## src/rtl/isa_prefetch_cache_pkg.sv

```systemverilog
// Shared parameters and FSM encoding for the instruction window cache.
// Window geometry, bus widths and the fill-state machine encoding live here.
// Imported by the interface, the window RAM and the top.
package isa_prefetch_cache_pkg;
   localparam int ISA_WIDTH      = 30;
   localparam int ISA_DEPTH      = 72;
   localparam int ADDR_WIDTH_MEM = 16;
   localparam int DDR_ADDR_WIDTH = 28;
   localparam int LEN_WIDTH      = 10;
   localparam int RAM_AW         = $clog2(ISA_DEPTH);
   localparam int CNT_WIDTH      = $clog2(ISA_DEPTH + 1);

   typedef enum logic [1:0] {ST_IDLE, ST_REQ, ST_FILL, ST_RESP} state_t;

   // Offset of a PC into the window; the extra top bit flags a borrow (pc below base).
   function automatic logic [ADDR_WIDTH_MEM:0] window_off(input logic [ADDR_WIDTH_MEM-1:0] pc,
                                                          input logic [ADDR_WIDTH_MEM-1:0] base);
      return {1'b0, pc} - {1'b0, base};
   endfunction
endpackage

```

## src/rtl/isa_prefetch_cache_if.sv

```systemverilog
// Fetch-port and DDR burst-read signals of the instruction window cache.
// slave modport is the cache side, master modport is the core/DDR side.
// All signals are in the single DDR UI clock domain.
interface isa_prefetch_cache_if;
   import isa_prefetch_cache_pkg::*;

   logic                      fetch_req;
   logic [ADDR_WIDTH_MEM-1:0] pc_addr;
   logic                      flush;
   logic [ISA_WIDTH-1:0]      instruction;
   logic                      instr_valid;
   logic                      stall;
   logic                      ISA_read_req;
   logic [DDR_ADDR_WIDTH-1:0] ISA_read_addr;
   logic [LEN_WIDTH-1:0]      isa_read_len;
   logic                      ddr_rdy;
   logic                      rd_burst_data_valid;
   logic [LEN_WIDTH-1:0]      rd_cnt_isa;
   logic [ISA_WIDTH-1:0]      instruction_to_cache;

   modport slave (
      input  fetch_req, pc_addr, flush, ddr_rdy, rd_burst_data_valid, rd_cnt_isa, instruction_to_cache,
      output instruction, instr_valid, stall, ISA_read_req, ISA_read_addr, isa_read_len
   );

   modport master (
      output fetch_req, pc_addr, flush, ddr_rdy, rd_burst_data_valid, rd_cnt_isa, instruction_to_cache,
      input  instruction, instr_valid, stall, ISA_read_req, ISA_read_addr, isa_read_len
   );
endinterface

```

## src/rtl/isa_prefetch_cache_window_ram.sv

```systemverilog
// Instruction window storage: ISA_DEPTH x ISA_WIDTH simple dual-port RAM.
// Synchronous write, synchronous read with 1-cycle latency.
// Read data holds its value when no read is issued; only the read register is reset.
module isa_window_ram
   import isa_prefetch_cache_pkg::*;
(
   input  logic                 clk,
   input  logic                 rst_n,
   input  logic                 wr_en,
   input  logic [RAM_AW-1:0]    wr_addr,
   input  logic [ISA_WIDTH-1:0] wr_data,
   input  logic                 rd_en,
   input  logic [RAM_AW-1:0]    rd_addr,
   output logic [ISA_WIDTH-1:0] rd_data
);
   logic [ISA_WIDTH-1:0] mem [ISA_DEPTH];

   // Write port; storage itself is not reset, validity is tracked by the owner.
   always_ff @(posedge clk) begin
      if (wr_en) mem[wr_addr] <= wr_data;
   end

   // Registered read port doubling as the held instruction output.
   always_ff @(posedge clk or negedge rst_n) begin
      if (!rst_n)     rd_data <= '0;
      else if (rd_en) rd_data <= mem[rd_addr];
   end
endmodule

```

## src/rtl/isa_prefetch_cache.sv

```systemverilog
// Instruction window cache between core fetch port and DDR burst-read interface.
// Hit: instruction 1 cycle after fetch; miss: one ISA_DEPTH-beat burst, then reply.
// stall is raised for the whole miss; the burst request waits for ddr_rdy.
module isa_prefetch_cache
   import isa_prefetch_cache_pkg::*;
#(
   parameter logic [DDR_ADDR_WIDTH-1:0] ISA_DDR_BASE = '0,
   parameter int                        ADDR_SHIFT   = 3
) (
   input logic                 clk,
   input logic                 rst_n,
   isa_prefetch_cache_if.slave bus
);
   state_t                    state, state_n;
   logic                      valid;
   logic [ADDR_WIDTH_MEM-1:0] base;
   logic [CNT_WIDTH-1:0]      cnt;
   logic                      flush_pend;
   logic                      stall_r;
   logic                      read_req;
   logic [DDR_ADDR_WIDTH-1:0] read_addr;
   logic                      instr_valid_r;
   logic [ADDR_WIDTH_MEM:0]   off;
   logic                      hit, beat_ok, last_beat, fill_flush;
   logic                      miss, hit_rd, resp_rd;

   assign off        = window_off(bus.pc_addr, base);
   assign hit        = valid && !off[ADDR_WIDTH_MEM] && (off < (ADDR_WIDTH_MEM+1)'(ISA_DEPTH));
   // Only in-range beats received while a burst is outstanding are stored and counted.
   assign beat_ok    = bus.rd_burst_data_valid && (bus.rd_cnt_isa < LEN_WIDTH'(ISA_DEPTH))
                       && (state == ST_REQ || state == ST_FILL);
   assign last_beat  = beat_ok && (state == ST_FILL) && (cnt == CNT_WIDTH'(ISA_DEPTH - 1));
   // A flush arriving together with the final beat still discards the fill.
   assign fill_flush = flush_pend || bus.flush;

   // State register.
   always_ff @(posedge clk or negedge rst_n) begin
      if (!rst_n) state <= ST_IDLE;
      else        state <= state_n;
   end

   // Next-state and per-cycle control strobes.
   always_comb begin
      state_n = state;
      miss    = 1'b0;
      hit_rd  = 1'b0;
      resp_rd = 1'b0;
      case (state)
         ST_IDLE: begin
            if (bus.fetch_req && (bus.flush || !hit)) begin
               miss    = 1'b1;
               state_n = ST_REQ;
            end else if (bus.fetch_req) begin
               hit_rd = 1'b1;
            end
         end
         ST_REQ:  if (bus.rd_burst_data_valid) state_n = ST_FILL;
         ST_FILL: if (last_beat) state_n = fill_flush ? ST_IDLE : ST_RESP;
         ST_RESP: begin
            resp_rd = 1'b1;
            state_n = ST_IDLE;
         end
         default: state_n = ST_IDLE;
      endcase
   end

   // Window bookkeeping, burst request and status outputs.
   always_ff @(posedge clk or negedge rst_n) begin
      if (!rst_n) begin
         valid         <= 1'b0;
         base          <= '0;
         cnt           <= '0;
         flush_pend    <= 1'b0;
         stall_r       <= 1'b0;
         read_req      <= 1'b0;
         read_addr     <= '0;
         instr_valid_r <= 1'b0;
      end else begin
         instr_valid_r <= hit_rd || resp_rd;
         if (miss) begin
            base       <= bus.pc_addr;
            valid      <= 1'b0;
            stall_r    <= 1'b1;
            cnt        <= '0;
            flush_pend <= 1'b0;
            read_addr  <= ISA_DDR_BASE + (DDR_ADDR_WIDTH'(bus.pc_addr) << ADDR_SHIFT);
         end else if (state == ST_IDLE && bus.flush) begin
            valid <= 1'b0;
         end
         if (state == ST_REQ) begin
            if (bus.rd_burst_data_valid) read_req <= 1'b0;
            else if (bus.ddr_rdy)        read_req <= 1'b1;
         end
         if (beat_ok) cnt <= cnt + CNT_WIDTH'(1);
         if ((state == ST_REQ || state == ST_FILL) && bus.flush) flush_pend <= 1'b1;
         if (last_beat) begin
            valid      <= !fill_flush;
            flush_pend <= 1'b0;
            if (fill_flush) stall_r <= 1'b0;
         end
         if (state == ST_RESP) stall_r <= 1'b0;
      end
   end

   isa_window_ram u_ram (
      .clk     (clk),
      .rst_n   (rst_n),
      .wr_en   (beat_ok),
      .wr_addr (bus.rd_cnt_isa[RAM_AW-1:0]),
      .wr_data (bus.instruction_to_cache),
      .rd_en   (hit_rd || resp_rd),
      .rd_addr (resp_rd ? RAM_AW'(0) : off[RAM_AW-1:0]),
      .rd_data (bus.instruction)
   );

   assign bus.instr_valid   = instr_valid_r;
   assign bus.stall         = stall_r;
   assign bus.ISA_read_req  = read_req;
   assign bus.ISA_read_addr = read_addr;
   assign bus.isa_read_len  = LEN_WIDTH'(ISA_DEPTH);
endmodule

```

## src/flat_wrapper.sv

```systemverilog
// flat-port wrapper written by rule: the top's interface ports become plain ports
module isa_prefetch_cache_flat import isa_prefetch_cache_pkg::*;
#(
   parameter logic [DDR_ADDR_WIDTH-1:0] ISA_DDR_BASE = '0,
   parameter int                        ADDR_SHIFT   = 3
)
  (clk, rst_n, bus_fetch_req, bus_pc_addr, bus_flush, bus_ddr_rdy, bus_rd_burst_data_valid, bus_rd_cnt_isa, bus_instruction_to_cache, bus_instruction, bus_instr_valid, bus_stall, bus_ISA_read_req, bus_ISA_read_addr, bus_isa_read_len);
  isa_prefetch_cache_if bus_i ();
  input logic clk;
  input logic rst_n;
  input wire logic [$bits(bus_i.fetch_req)-1:0] bus_fetch_req;
  input wire logic [$bits(bus_i.pc_addr)-1:0] bus_pc_addr;
  input wire logic [$bits(bus_i.flush)-1:0] bus_flush;
  input wire logic [$bits(bus_i.ddr_rdy)-1:0] bus_ddr_rdy;
  input wire logic [$bits(bus_i.rd_burst_data_valid)-1:0] bus_rd_burst_data_valid;
  input wire logic [$bits(bus_i.rd_cnt_isa)-1:0] bus_rd_cnt_isa;
  input wire logic [$bits(bus_i.instruction_to_cache)-1:0] bus_instruction_to_cache;
  output wire logic [$bits(bus_i.instruction)-1:0] bus_instruction;
  output wire logic [$bits(bus_i.instr_valid)-1:0] bus_instr_valid;
  output wire logic [$bits(bus_i.stall)-1:0] bus_stall;
  output wire logic [$bits(bus_i.ISA_read_req)-1:0] bus_ISA_read_req;
  output wire logic [$bits(bus_i.ISA_read_addr)-1:0] bus_ISA_read_addr;
  output wire logic [$bits(bus_i.isa_read_len)-1:0] bus_isa_read_len;
  assign bus_i.fetch_req = bus_fetch_req;
  assign bus_i.pc_addr = bus_pc_addr;
  assign bus_i.flush = bus_flush;
  assign bus_i.ddr_rdy = bus_ddr_rdy;
  assign bus_i.rd_burst_data_valid = bus_rd_burst_data_valid;
  assign bus_i.rd_cnt_isa = bus_rd_cnt_isa;
  assign bus_i.instruction_to_cache = bus_instruction_to_cache;
  assign bus_instruction = bus_i.instruction;
  assign bus_instr_valid = bus_i.instr_valid;
  assign bus_stall = bus_i.stall;
  assign bus_ISA_read_req = bus_i.ISA_read_req;
  assign bus_ISA_read_addr = bus_i.ISA_read_addr;
  assign bus_isa_read_len = bus_i.isa_read_len;
  isa_prefetch_cache #(.ISA_DDR_BASE(ISA_DDR_BASE), .ADDR_SHIFT(ADDR_SHIFT)) u_core (.clk(clk), .rst_n(rst_n), .bus(bus_i));
endmodule
```

## config.mk

```make
export PLATFORM = sky130hd
export DESIGN_NAME = isa_prefetch_cache_flat
export DESIGN_NICKNAME = d
export VERILOG_FILES = /design/src/rtl/isa_prefetch_cache_pkg.sv /design/src/rtl/isa_prefetch_cache_if.sv /design/src/rtl/isa_prefetch_cache_window_ram.sv /design/src/rtl/isa_prefetch_cache.sv /design/src/flat_wrapper.sv
export SDC_FILE = /design/constraint.sdc
export NUM_CORES = 2
export LEC_CHECK = 0
export CAP_MARGIN = 20
export CORE_AREA = 2 2 607 307
export DETAILED_ROUTE_END_ITERATION = 8
export DIE_AREA = 0 0 609 309
export GPL_TIMING_DRIVEN = 1
export HOLD_SLACK_MARGIN = 0.15
export SKIP_LAST_GASP = 1
export SLEW_MARGIN = 25
export SYNTH_ARGS = -nofsm -noshare
export SYNTH_HDL_FRONTEND = slang
export SYNTH_SLANG_ARGS = --single-unit
```

## constraint.sdc

```tcl
create_clock -name clk -period 4.3 [get_ports clk]
set_input_delay 0.86 -clock clk [delete_from_list [all_inputs] [get_ports clk]]
set_output_delay 0.86 -clock clk [all_outputs]
set_load 0.005 [all_outputs]
```

==> reports/qor.yml <==
slew_headroom: 0.287
r2r_cells: 15
post-route-period-util: 0.985
io_buffer_count: 110
post-dp-hpwl_um: 176000
clk_latency_ns: 0.87
path_clk_slew_ns: 0.07
regArea_mm2: 0.0664
timing.final.max_slew_violations: 0
stdcell_count: 9674
die_area_mm2: 0.188
postRouteAntennaNets: 0
synth_cell_types: 75
ys_seq_elements: 2220
critPathMaxFanout: 26
ff2ff_setup_slack_ns: 0.14
rr_endpoint: "u_core.u_ram.rd_data[14]$_DFFE_PN0P_"
drt-wirelength-per-cell_um: 29.9
cts-root-buf: "clkbuf_16"
cts_made_buffers: 199
grt_usage: 0.302
synth_compound_area_frac: 0.0881
synthSimpleGateAreaFrac: 0.125
setup_ws_ns: 0.0657
core_area_mm2: 0.182
antenna_found_initial: 11
htreeDepth: 4
synthFlopType: "edfxtp_1"
setup.worst_path.end_class: "register"
place.gp.congestion: 0.899
stdcell_area_mm2: 0.106
drt_wl_total_um: 289000
final_layout_size_suffix_gt1_frac: 0.164
cp.arrival_ns: 4.96
ioPinCount: 133
synth_top_family_by_area: "simple AND/OR/NAND/NOR gates"
detail_route.iter0.violations: 9158
synth_common_cells: "edfxtp_1, nand2_1, nand3_1"
peakVddDrop_mv: 0.523
rsz0062_at_grt: "false"
syn-instance-count: 6562
nFillCells: 14300
fin_nets: 7180
num_vias: 61100
required_ns: 5.02
drc: 0
synth-async-reset-ratio: 0.0270
numPlacedInstances: 9323
fmax_mhz: 236
synthMuxAreaShare: 0.0159
placed_cell_area_mm2: 0.0991
cts.sinks: 2220
ys_seq_area_frac: 0.743
synth_area_per_cell_um2: 13.6
first_pass_iters: 6
hold_slack_ns: 0.456
p_leak_nw: 35.8
hp-class: "in2reg"
grt_pass1_vias: 57600
min_from: "bus_instruction_to_cache[16]"
grt_remaining_overflow: 0
place_ws_ns: -1.06
r2r-start: "u_core.base[1]$_DFFE_PN0P_"
yosysWarnings: 0
syn_area_mm2: 0.0894
synth_fa_ha_area_frac: 0.00316
min_period_ns: 4.23
holdPathEnd: "u_core.u_ram.mem[16][16]$_DFFE_PP_"
grt_pass1_wl_um: 410000
outcome: "finished, final reports clean"
cts_buffer_depth: 4
initial_utilization: 0.490
worst_pin_slew_ns: 1.07
fin_setup_tns_ns: 0
multi_input_area_mm2: 0.0216
clock_skew_ns: 0.0604
yosysTopAreaCell: "edfxtp_1"
grt_max_degree: 86
synth_edf_count: 2160
vias_per_cell: 6.32
hold_depth: 1
yosysMostFrequentCell: "edfxtp_1"
power_density_mw_per_mm2: 819
synth_area_leaders: "edfxtp_1, nand2_1, nand3_1"
yosys.area.top_type_share: 0.726
synth_xor_xnor_area_share: 0.000490
setup_viol: 0
hold_violations: 0
cts_tree: "done"
fp.dieH_um: 309
startpoint_type: "input pin"
critPathKind: "in2reg"
area_growth_pct: 18.1
cap_violations: 0
row_count: 111
die_w_um: 609
==> per-stage QoR <==
step,util,power [W]
global route,0.578,0.0896
global placement,0.543,0.0671
detailed placement,0.543,0.0675
floorplan,-,0.0453
CTS,0.578,0.0855
finish,0.578,0.0864
==> cells by family (layout without fill, tap and decap cells) <==
family                   count (synthesis)  after routing
XOR/XNOR                                 5              5
other                                    2             26
AND/OR/NAND/NOR                       2579           2579
buffers and inverters                  528           1187
adder cells (fa/ha/maj)                 22             22
multiplexers                           130            130
flip-flops                            2220           2220
AO/OA/AOI/OAI                         1076           1076
==> cell type report <==
| cell class | count | area share |
|---|---|---|
| well taps | 2429 | 0.0288 |
| repair buffers | 811 | 0.0764 |
| diodes | 4 | 0.0000949 |
| multi-input cells | 3834 | 0.204 |
| clock buffers | 240 | 0.0495 |
| flip-flops and latches | 2220 | 0.629 |
| clock inverters | 106 | 0.0108 |
| inverters | 30 | 0.00108 |
==> registers in the layout, summed over array words and instances (netlist names), 2 cells and up <==
name                  flops
u_core.base              16
u_core.state              2
u_core.u_ram.mem       2160
u_core.u_ram.rd_data     30
u_core.cnt                7
==> cells in the final DEF (no fill, tap or decap), drive strengths merged, types with 35 or more instances in the layout <==
master,Yosys,layout
buf,145,731
nor3,103,103
a311oi,168,168
and3,59,59
mux2,44,44
nand3,668,668
nand2,1389,1389
nor2b,35,35
o21ai,126,126
o221ai,87,87
a211oi,62,62
nor2,228,228
o211ai,46,46
o311ai,52,52
edfxtp,2160,2160
a22oi,39,39
dfrtp,60,60
o22ai,91,91
mux2i,85,85
a21oi,158,158
clkbuf,353,240
clkinv,1,71
clkdlybuf4s50,0,79
a31oi,124,124
==> where the power goes <==
group | internal [W] | switching [W]
sequential | 0.0240 | 0.000342
clock | 0.0101 | 0.00797
combinational | 0.0158 | 0.0283
==> worst max-delay path by stage <==
stage                      start                                    to  slack (ns)  cells past startpoint
4_1_cts           bus_pc_addr[0]  u_core.u_ram.rd_data[28]$_DFFE_PN0P_        0.01                     15
3_3_place_gp      bus_pc_addr[0]  u_core.u_ram.rd_data[28]$_DFFE_PN0P_       -1.27                     15
3_5_place_dp      bus_pc_addr[1]   u_core.u_ram.rd_data[6]$_DFFE_PN0P_       -1.06                     16
6_report          bus_pc_addr[1]  u_core.u_ram.rd_data[14]$_DFFE_PN0P_        0.07                     16
2_1_floorplan  bus_rd_cnt_isa[4]     u_core.u_ram.mem[43][0]$_DFFE_PP_        0.60                      5
5_1_grt           bus_pc_addr[0]   u_core.u_ram.rd_data[3]$_DFFE_PN0P_        0.01                     16
==> critical path: stages <==
cell and delay, ns:
clkdlybuf4s50_1 0.51, buf_4 0.18, ha_1 0.30, nor2b_1 0.15, o2111ai_1 0.29, and3b_1 0.25
buf_4 0.14, nor3_4 0.04, buf_12 0.18, buf_12 0.25, buf_12 0.16, or3_1 0.34
o311ai_0 0.11, a21oi_1 0.12, a311oi_1 0.80, o41ai_2 0.16
==> metal layers <==
layer / share of wire / wire [um] / track usage
met3: 0.13 / 37600 / 0.0791
met1: 0.41 / 119000 / 0.447
met4: 0.032 / 9170 / 0.0914
met5: 0 / 0 / 0
met2: 0.43 / 123000 / 0.437
==> timing repair <==
| item | in CTS | in global routing |
|---|---|---|
| gates cloned | 0 | 0 |
| pin swaps | 0 | 1 |
| buffers inserted | 0 | 0 |
| endpoints found under the hold margin | 0 | 60 |
| hold buffers | 0 | 1 |
| setup endpoints to repair | 1 | 13 |
| resized for setup | 1 | 8 |
No activity file was read; power rests on OpenSTA's default activity.
